### config.mk
export PLATFORM = sky130hd
export DESIGN_NAME = par2ser_tx
export DESIGN_NICKNAME = d
export VERILOG_FILES = /design/src/rtl/par2ser_pkg.sv /design/src/rtl/par2ser_beat_cnt.sv /design/src/rtl/par2ser_tx.sv
export SDC_FILE = /design/constraint.sdc
export NUM_CORES = 1
export LEC_CHECK = 0
export ABC_AREA = 1
export CAP_MARGIN = 0
export CORE_AREA = 2 2 39 41
export CTS_CLUSTER_DIAMETER = 40
export DETAILED_ROUTE_END_ITERATION = 12
export DIE_AREA = 0 0 41 43
export SETUP_SLACK_MARGIN = 0.3
export SLEW_MARGIN = 5
export SYNTH_ARGS = -nofsm -noshare
export SYNTH_HDL_FRONTEND = slang
export SYNTH_SLANG_ARGS = --single-unit
### constraint.sdc
create_clock -name clk -period 2.3 [get_ports clk]
set_clock_uncertainty 0.15 [all_clocks]
set_input_delay 0.46 -clock clk [delete_from_list [all_inputs] [get_ports clk]]
set_output_delay 0.46 -clock clk [all_outputs]
set_load 0.05 [all_outputs]
### src/rtl/par2ser_pkg.sv
// par2ser_pkg: shared state encoding and width bounds for the parallel/serial converters.
package par2ser_pkg;
    typedef enum logic [1:0] {IDLE, SHIFT, PARITY} state_t;
    localparam int MIN_SIZE = 1;
    localparam int MAX_SIZE = 1024;
endpackage

### src/rtl/par2ser_beat_cnt.sv
// par2ser_beat_cnt: beat counter with clear/enable and a compare against the final beat index.
module par2ser_beat_cnt #(
    parameter int W    = 1,
    parameter int LAST = 0
) (
    input  logic         clk,
    input  logic         rst_n,
    input  logic         clr_i,
    input  logic         en_i,
    output logic [W-1:0] cnt_o,
    output logic         last_o
);
    localparam logic [W-1:0] LAST_C = W'(LAST);
    logic [W-1:0] cnt_q, cnt_d;
    assign cnt_d  = clr_i ? '0 : en_i ? cnt_q + W'(1) : cnt_q;
    assign cnt_o  = cnt_q;
    assign last_o = cnt_q == LAST_C;
    always_ff @(posedge clk or negedge rst_n)
        if (!rst_n) cnt_q <= '0;
        else        cnt_q <= cnt_d;
endmodule

### src/rtl/par2ser_tx.sv
// par2ser_tx: serialises a SIZE-bit word onto a 1-bit valid/ready channel with first/last marks.
// Optional trailing even-parity beat when PAR2SER_TX_PARITY_EN is defined.
module par2ser_tx
    import par2ser_pkg::*;
#(
    parameter int SIZE      = 4,
    parameter bit MSB_FIRST = 1
) (
    input  logic            clk,
    input  logic            reset_n,
    input  logic            in_valid,
    output logic            in_ready,
    input  logic [SIZE-1:0] in_data,
    output logic            out_valid,
    input  logic            out_ready,
    output logic            out_bit,
    output logic            out_first,
    output logic            out_last,
    output logic            busy
);
    localparam int CNT_W = $clog2(SIZE + 1);

    generate
        if (SIZE < MIN_SIZE || SIZE > MAX_SIZE) begin : g_bad_size
            $error("par2ser_tx: SIZE out of range");
        end
    endgenerate

    state_t          state_q, state_d;
    logic [SIZE-1:0] sr_q, sr_d;
    logic [CNT_W-1:0] cnt;
    logic            cnt_last, idle, shift, beat, load, word_end, head;

    assign idle      = state_q == IDLE;
    assign shift     = state_q == SHIFT;
    assign head      = MSB_FIRST ? sr_q[SIZE-1] : sr_q[0];
    assign out_valid = !idle;
    assign busy      = !idle;
    assign beat      = out_valid & out_ready;
    // Ready also opens on the closing beat so a queued word follows with no bubble.
    assign in_ready  = idle | (word_end & out_ready);
    assign load      = in_valid & in_ready;
    assign out_first = shift & (cnt == '0);
    assign out_last  = word_end;

`ifdef PAR2SER_TX_PARITY_EN
    logic par_q;
    assign word_end = state_q == PARITY;
    assign out_bit  = shift ? head : word_end & par_q;
`else
    assign word_end = shift & cnt_last;
    assign out_bit  = shift & head;
`endif

    par2ser_beat_cnt #(.W(CNT_W), .LAST(SIZE - 1)) u_cnt (
        .clk    (clk),
        .rst_n  (reset_n),
        .clr_i  (load | (beat & shift & cnt_last)),
        .en_i   (beat & shift),
        .cnt_o  (cnt),
        .last_o (cnt_last)
    );

    always_comb begin
        state_d = state_q;
        sr_d    = sr_q;
        if (load) begin
            state_d = SHIFT;
            sr_d    = in_data;
        end else if (beat) begin
            sr_d = MSB_FIRST ? sr_q << 1 : sr_q >> 1;
            if (word_end) state_d = IDLE;
`ifdef PAR2SER_TX_PARITY_EN
            else if (cnt_last) state_d = PARITY;
`endif
        end
    end

    always_ff @(posedge clk or negedge reset_n)
        if (!reset_n) begin
            state_q <= IDLE;
            sr_q    <= '0;
`ifdef PAR2SER_TX_PARITY_EN
            par_q   <= 1'b0;
`endif
        end else begin
            state_q <= state_d;
            sr_q    <= sr_d;
`ifdef PAR2SER_TX_PARITY_EN
            if (load) par_q <= ^in_data;
`endif
        end
endmodule
# Yosys cells after proc, flatten, opt, wreduce, memory -nomap -nowiden
# Cells that the tools add are included.
# totals
reg_bits	9
output_inout_bits	6
word_cells	30
input_bits	8
# op_classes
reduce_logical	7
eq_ne	2
n_bitwise	10
mux	7
addsub	1
# op_table
operator	count
1-bit AND	8
4-bit two-way mux	2
2-bit two-way mux	3
3-bit two-way mux	2
2-bit nonzero test	3
3-bit by 1-bit adder with 3-bit output (second input constant)	1
3-bit by 2-bit == test with 1-bit output (second input constant)	1
3-bit logical NOT	1
2-bit by 1-bit == test with 1-bit output (second input constant)	1
2-bit logical NOT	1
1-bit bitwise OR	2
2-bit AND reduction	1
1-bit logical NOT	1

# Longest topological paths before layout
# Gate-level depths: netlist of run 1.
# depth
word_depth	7
depth_mapped	8
ltp_nobuf	8

# Modules after synthesis
# A second synthesis of run 1 with hierarchy kept.
# unflattened
cells_unflattened	63
area_unflattened_um2	465.4
# modules_own_cells
module	n_inst	cells_each	seq_area_each_um2	area_each_um2
par2ser_tx	1	44	125.1	311.5
par2ser_beat_cnt	1	19	75.1	153.9

# Least setup slack after synthesis of run 1
# No wires, ideal clock.
# synth_path
path_kind	reg-to-output
from	register state_q[0]
to	output out_first
setup_slack_ps	186
stages_incl_launch_ff	3
t_arrival_ps	1504
required_time_ps	1690
path_buffers	0
cell_sequence	dfrtp_1 -> nand2_1 -> nor2_1
# synth_between
elab_chain_len	2
# synth_rtl
item	line	text
start: declaration	par2ser_tx.sv:29	state_t state_q, state_d;
start signal: assignment	par2ser_tx.sv:87	state_q <= state_d;
2-bit by 1-bit == test with 1-bit output	par2ser_tx.sv:35	assign shift = state_q == SHIFT;
1-bit AND	par2ser_tx.sv:43	assign out_first = shift & (cnt == '0);
end: declaration	par2ser_tx.sv:17	output logic out_first,
# No other way between the ends.

# Worst setup path in the final report of run 1
# layout_path
from	register u_cnt.cnt_q[0], in the netlist u_cnt.cnt_o[0]
to	output in_ready
# layout_between
elab_chain_len	4
# layout_rtl
item	line	text
start: declaration	par2ser_beat_cnt.sv:14	logic [W-1:0] cnt_q, cnt_d;
start signal: assignment	par2ser_beat_cnt.sv:20	else cnt_q <= cnt_d;
3-bit by 2-bit == test with 1-bit output	par2ser_beat_cnt.sv:17	assign last_o = cnt_q == LAST_C;
1-bit AND	par2ser_tx.sv:51	assign word_end = shift & cnt_last;
1-bit AND	par2ser_tx.sv:41	assign in_ready = idle | (word_end & out_ready);
1-bit bitwise OR	par2ser_tx.sv:41	
end: declaration	par2ser_tx.sv:12	output logic in_ready,
# No other way between the ends.

==> results of run 1 <==
cell families (layout without fill, tap and decap cells):
logic type / after synthesis / in the layout / share of synthesized area
AO/OA/AOI/OAI: 5 / 5 / 0.0690
adder cells (fa/ha/maj): 3 / 3 / 0.0829
buffers and inverters: 15 / 33 / 0.133
flip-flops: 8 / 8 / 0.442
AND/OR/NAND/NOR: 27 / 27 / 0.273
state kept, by name, summed over array words and instances, names as in the netlist:
name and cells:
state_q 1, u_cnt.cnt_o 3, sr_q 4
critical path, stage by stage, from the launching register on:
cell and delay (ns):
dfrtp_1 0.39, ha_1 0.21, ha_2 0.19, nand3_2 0.09, nand2_4 0.07, buf_12 0.16
per-stage QoR:
stage           util  area (um2)  setup slack, ns
2_1_floorplan      -         455            0.377
3_3_place_gp   0.441         611            0.337
3_5_place_dp   0.441         611            0.333
4_1_cts        0.471         652            0.300
5_1_grt        0.486         672            0.284
6_report       0.486         672            0.344
power by group through the flow:
stage / combinational, mW / sequential (mW) / clock (mW)
after global routing: 0.505 / 0.235 / 0.123
after floorplan: 0.281 / 0.234 / 0
final: 0.470 / 0.228 / 0.104
after CTS: 0.449 / 0.227 / 0.109
after global placement: 0.420 / 0.229 / 0
after detailed placement: 0.425 / 0.231 / 0
how the worst min path moves through the flow:
stage | start | to | slack (ns)
floorplan | reset_n | sr_q[0]$_DFFE_PN0P_ | 0.01
global placement | sr_q[3]$_DFFE_PN0P_ | sr_q[3]$_DFFE_PN0P_ | 0.32
detailed placement | sr_q[2]$_DFFE_PN0P_ | sr_q[2]$_DFFE_PN0P_ | 0.32
CTS | sr_q[1]$_DFFE_PN0P_ | sr_q[1]$_DFFE_PN0P_ | 0.33
global route | sr_q[2]$_DFFE_PN0P_ | sr_q[2]$_DFFE_PN0P_ | 0.34
finish | sr_q[1]$_DFFE_PN0P_ | sr_q[1]$_DFFE_PN0P_ | 0.33
layout make-up:
| type | instances | area (um2) |
|---|---|---|
| fill | 140 | 712 |
| sequential | 8 | 200 |
| inverter | 14 | 52.6 |
| multi-input combinational | 35 | 208 |
| clock buffer | 3 | 22.5 |
| timing repair buffer | 16 | 169 |
| tap | 16 | 20.0 |
layer usage:
metal	track usage	vias to the layer above	wire [um]
met3	0.0471	2	40
met2	0.156	8	418
met4	0.100	0	11
met5	0	-	0
met1	0.143	162	410
li1	-	215	-
placed cells by master, fill, tap and decap left out, types with 2 or more instances in the layout:
cell	Yosys	routed
nand2_1	15	15
inv_1	12	12
dfrtp_1	8	8
nand3_1	8	7
clkdlybuf4s50_1	0	7
buf_4	1	5
clkbuf_4	0	3
nand2_4	1	2
inv_2	2	2
o22ai_1	2	2
ha_1	3	2
buf_12	0	2
repair_timing:
item | 4_1_cts | 5_1_grt
setup buffers | 1 | 2
gates resized for setup | 4 | 2
endpoints found under the setup margin | 2 | 3
==> summary.txt, run 1 <==
Clocking
  • CTS tree: built
  • Num CTS Buffers: 3
  • Root buffer cell: clkbuf_4
  • Clock sink count: 8
  • Clk_lat worst skew: ~0.25 ns
  • CTS Hold Bufs: 0
  • Clk slew on worst S/H paths: roughly 0.050 ns
  • Max Root-Sink Buffers: 2
  • H-tree depth: 1

STA
  • Worst slew pin tran: around 0.48 ns
  • Setup TNS: 0 ns
  • Final setup violation count: 0
  • Hold Fails Final Rpt: 0
  • Post-route clock period utilization: 0.850
  • Slew HR: 0.682
  • Final Max Slew Viols: 0
  • Fmax: 0.511 GHz
  • RSZ-0062 raised after global routing: yes
  • Min Clock Period, post-route: 1.96 ns
  • Hold_ws: 0.325 ns

Drt
  • Via count: approximately 390
  • Wire length per cell: around 9.6 um
  • Detailed Route Iter0 Violations: 4
  • DR pass1 iterations: 2
  • DR vias/cell: around 4.2
  • DRC viols: 0
  • Final WL: 881 um
  • Post-DRT Antenna Nets: 0

Global routing
  • Grt ovf: 0
  • Initial antenna violation count: 0
  • Vias in the first global route: between 300 and 400
  • Total GRT Usage: 0.119
  • Largest net degree at the start of global routing: 10
  • First-pass GRT wire length: 1.29 mm

Cells and area
  • Area Growth Syn to Fin: 48.3%
  • Post-Layout Cell Count: 92
  • Antenna cells: 0
  • Share of layout cells above drive strength 1: 0.250
  • Final nets: ~90

Floorplan
  • Die ar.: 1760 um2
  • Initial core utilization: 0.327
  • Core ar.: between 1000 and 1500 um2
  • # IOs: 14
  • Cell Rows: 14
  • Die W: a little over 40 um
  • DIE HEIGHT: between 40 and 50 um

Power
  • Pint: between 0.4 and 0.5 mW
  • Comb pwr share: 0.586
  • Tot Pwr: 0.802 mW
  • Clock share of power: 0.130
  • Pwr dens: around 1200 nW/um2
  • Sw Pwr: roughly 0.36 mW
  • Static Leak: ~0.37 nW
  • Sw frac: 0.444
  • Register share of total power: 0.284
  • VDD IR-drop max: about 550 uV

Worst setup path
  • CP endpoint: in_ready
  • R2R Path Start: u_cnt.cnt_o[0]$_DFFE_PN0P_
  • Worst Setup End Kind: primary output
  • Crit Reg-Reg Endpoint: sr_q[1]$_DFFE_PN0P_
  • CP required: 1.69 ns
  • Worst Setup Path Type: flop to primary output
  • Startpoint Class: flop
  • Reg-to-reg slack, setup: 0.71 ns
  • Crit path launch: u_cnt.cnt_o[0]$_DFFE_PN0P_
  • Crit-path max FO: 3
  • Worst reg-to-reg path cell count: 9
  • Worst EP arrival: 1.35 ns

Logic synthesis
  • Async S/R FF share, synth: 1.00
  • Post-synth EDFFs: 0
  • Unique masters post-synth: 15
  • Synth Instances: a little under 60
  • Synth area leader: dfrtp_1
  • Post-Syn Area: ~450 um2
  • Mean post-synth cell area: slightly below 8 um2
  • Synth warnings: 0
  • Primary FF master, synth: dfrtp_1
  • Seq/Total Area, Yosys: 0.442
  • Commonest cells post-synth: 15 x nand2_1, 12 x inv_1, 8 x dfrtp_1, 8 x nand3_1, 3 x ha_1
  • Most common cell in the synthesized netlist: nand2_1
  • Syn nets: between 60 and 70
  • Synth top area share: 0.442
  • Synth Register Bits: 8
  • Synth top area cells: dfrtp_1 44%, nand2_1 12%, inv_1 9.9%, nand3_1 8.8%, ha_1 8.3%

Worst hold path
  • Tightest Hold Check Type: flop to flop
  • Hold Path Depth: 2

Placement
  • Detailed-placement wirelength estimate: between 600 and 700 um
  • Placed cells: 86
  • Placer congestion estimate: roughly 0.75
  • I/O Buffers: 13

Job
  • Max cap viols: 0

Status
  • Status: completed
No activity file was read; power rests on OpenSTA's default activity.
==> inputs of run 2 (changes only) <==
--- a/config.mk
+++ b/config.mk
@@ -7,10 +7,10 @@
 export LEC_CHECK = 0
 export ABC_AREA = 1
 export CAP_MARGIN = 0
-export CORE_AREA = 2 2 39 41
+export CORE_AREA = 4 4 41 43
 export CTS_CLUSTER_DIAMETER = 40
 export DETAILED_ROUTE_END_ITERATION = 12
-export DIE_AREA = 0 0 41 43
+export DIE_AREA = 0 0 45 47
 export SETUP_SLACK_MARGIN = 0.3
 export SLEW_MARGIN = 5
 export SYNTH_ARGS = -nofsm -noshare
==> run 2 against run 1 <==
Effect of this change: clock power increased by 6%; largest power group unchanged; highest routed layer unchanged; critical endpoint unchanged; via count increased by 1.0%; sequential share of layout area increased by 0.62 points.
==> summary.txt, run 2 (synthesized netlist as in run 1, its figures left out) <==
Drt
  • Via count: 391 (was 387)
  • DR pass1 iterations: 4 (was 2)
  • Wire length per cell: 9.93 um (was 9.58 um)
  • Final WL: 894 um (was 881 um)
  • DR vias/cell: 4.34 (was 4.21)
  • DRC viols: 0 (unchanged)
  • Detailed Route Iter0 Violations: 13 (was 4)
  • Post-DRT Antenna Nets: 0 (unchanged)

Cells and area
  • Multi-input gate area in the final layout: 208 um2 (unchanged)
  • Top reg by flops: sr_q (unchanged)
  • Fill cell total of the finished layout: 123 (was 140)
  • Sequential cell area: 200 um2 (unchanged)
  • Commonest non-fill, non-tap cells in the layout: 15 x nand2_1, 12 x inv_1, 8 x dfrtp_1 (unchanged)
  • Antenna cells: 0 (unchanged)
  • Commonest non-fill, non-tap cell in the layout: nand2_1 (unchanged)
  • Final nets: 88 (was 89)
  • Max FFs per register: 4 (unchanged)
  • Area Growth Syn to Fin: 45.3% (was 48.3%)
  • Share of layout cells above drive strength 1: 0.253 (was 0.250)
  • Design area: 658 um2 (was 672 um2)

Worst setup path
  • CP required: 1.69 ns (about the same)
  • Worst Setup Path Type: flop to primary output (unchanged)
  • Reg-to-reg slack, setup: 0.70 ns (was 0.71 ns)
  • Worst EP arrival: 1.33 ns (was 1.35 ns)
  • Crit-path max FO: 3 (unchanged)
  • Startpoint Class: flop (unchanged)
  • Worst Setup End Kind: primary output (unchanged)

STA
  • RSZ-0062 raised after global routing: yes (unchanged)
  • Final setup violation count: 0 (unchanged)
  • Slew HR: 0.755 (was 0.682)
  • Final Max Slew Viols: 0 (unchanged)
  • Setup TNS: 0 ns (unchanged)
  • Fmax: 0.517 GHz (was 0.511 GHz)
  • Min Clock Period, post-route: 1.94 ns (was 1.96 ns)
  • Hold Fails Final Rpt: 0 (unchanged)
  • Worst slew pin tran: 0.366 ns (was 0.479 ns)
  • Post-route clock period utilization: 0.842 (was 0.850)

Power
  • VDD IR-drop max: 594 uV (was 550 uV)
  • Tot Pwr: 0.795 mW (was 0.802 mW)
  • Pwr dens: 1210 nW/um2 (was 1190 nW/um2)
  • Static Leak: 0.362 nW (was 0.368 nW)

Clocking
  • Root buffer cell: clkbuf_4 (unchanged)
  • Clock sink count: 8 (unchanged)
  • CTS tree: built (unchanged)
  • Max Root-Sink Buffers: 2 (unchanged)
  • H-tree depth: 1 (unchanged)
  • Num CTS Buffers: 3 (unchanged)
  • Clk slew on worst S/H paths: 0.06 ns (was 0.05 ns)
  • Clk_lat worst skew: 0.26 ns (was 0.25 ns)

Placement
  • I/O Buffers: 13 (unchanged)
  • Placer congestion estimate: 0.676 (was 0.755)
  • Post-DP Area: 609 um2 (was 611 um2)
  • Detailed-placement wirelength estimate: 673 um (was 676 um)

Global routing
  • First-pass GRT wire length: 1.46 mm (was 1.29 mm)
  • Initial antenna violation count: 0 (unchanged)
  • Largest net degree at the start of global routing: 10 (unchanged)
  • Vias in the first global route: 353 (was 336)
  • Grt ovf: 0 (unchanged)
  • Total GRT Usage: 0.102 (was 0.119)

Floorplan
  • Core ar.: 1300 um2 (was 1380 um2)
  • Die W: 45 um (was 41 um)
  • Initial core utilization: 0.348 (was 0.327)
  • Die ar.: 2120 um2 (was 1760 um2)
  • # IOs: 14 (unchanged)
  • Cell Rows: 13 (was 14)
  • DIE HEIGHT: 47 um (was 43 um)

Status
  • Status: completed (unchanged)

Job
  • Max cap viols: 0 (unchanged)

Worst hold path
  • Tightest Hold Check Type: input port to async pin (was flop to flop)
## run 2: cell types whose count changed in the layout (fill, tap and decap cells not counted)
| cell | before | now |
|---|---|---|
| buf_4 | 5 | 4 |
| clkbuf_2 | 0 | 1 |
| clkdlybuf4s15_1 | 1 | 0 |
## run 2: what timing repair did
item	CTS	global route
hold buffers	0	0
gates cloned	0	0
endpoints found under the hold margin	0	0
endpoints found under the setup margin	2	3
gates resized for setup	4	3
buffers inserted	2	0
pin swaps	0	1
## run 2: through the flow
stage / cells / worst slack, ns / utilization / hold slack, ns
3_5_place_dp: 85 / 0.332 / 0.468 / 0.320
6_report: 90 / 0.364 / 0.506 / 0.327
3_3_place_gp: 85 / 0.339 / 0.468 / 0.315
2_1_floorplan: 58 / 0.377 / - / 0.0144
5_1_grt: 90 / 0.295 / 0.506 / 0.339
4_1_cts: 90 / 0.308 / 0.506 / 0.334
## run 2: critical path: stages (launching register included)
cell,delay [ns]
dfrtp_1,0.38
ha_1,0.20
ha_2,0.19
nand3_2,0.08
nand2_4,0.06
buf_12,0.15
## run 2: final cells by class
class / count / area share
Clock buffer: 3 / 0.0342
Sequential cell: 8 / 0.304
Inverter: 14 / 0.0798
Timing Repair Buffer: 15 / 0.238
Multi-Input combinational cell: 35 / 0.316
Tap cell: 15 / 0.0285
## run 2: power by group
part	internal [mW]	total, mW	switching, mW
clock	0.0599	0.110	0.0506
combinational	0.185	0.458	0.273
sequential	0.193	0.226	0.0331
total	0.438	0.795	0.357
## run 2: path summary, 6_finish.rpt
path                                                 start                    endpoint  depth (start not counted)
worst max-delay path            u_cnt.cnt_o[0]$_DFFE_PN0P_                    in_ready                          5
worst min-delay path                               reset_n  u_cnt.cnt_o[2]$_DFFE_PN0P_                          1
worst max register to register  u_cnt.cnt_o[0]$_DFFE_PN0P_         sr_q[1]$_DFFE_PN0P_                          9
worst min register to register         sr_q[1]$_DFFE_PN0P_         sr_q[1]$_DFFE_PN0P_                          2
max in group asynchronous                          reset_n         sr_q[0]$_DFFE_PN0P_                          1
min in group clk                       sr_q[1]$_DFFE_PN0P_         sr_q[1]$_DFFE_PN0P_                          2
## run 2: routing by layer
metal / wire, um / vias up / track usage / share of wire
met5: 0 / - / 0 / 0
met1: 448 / 160 / 0.133 / 0.50
met4: 30 / 0 / 0.0877 / 0.034
met2: 348 / 14 / 0.133 / 0.39
li1: - / 214 / - / -
met3: 66 / 3 / 0.0345 / 0.074
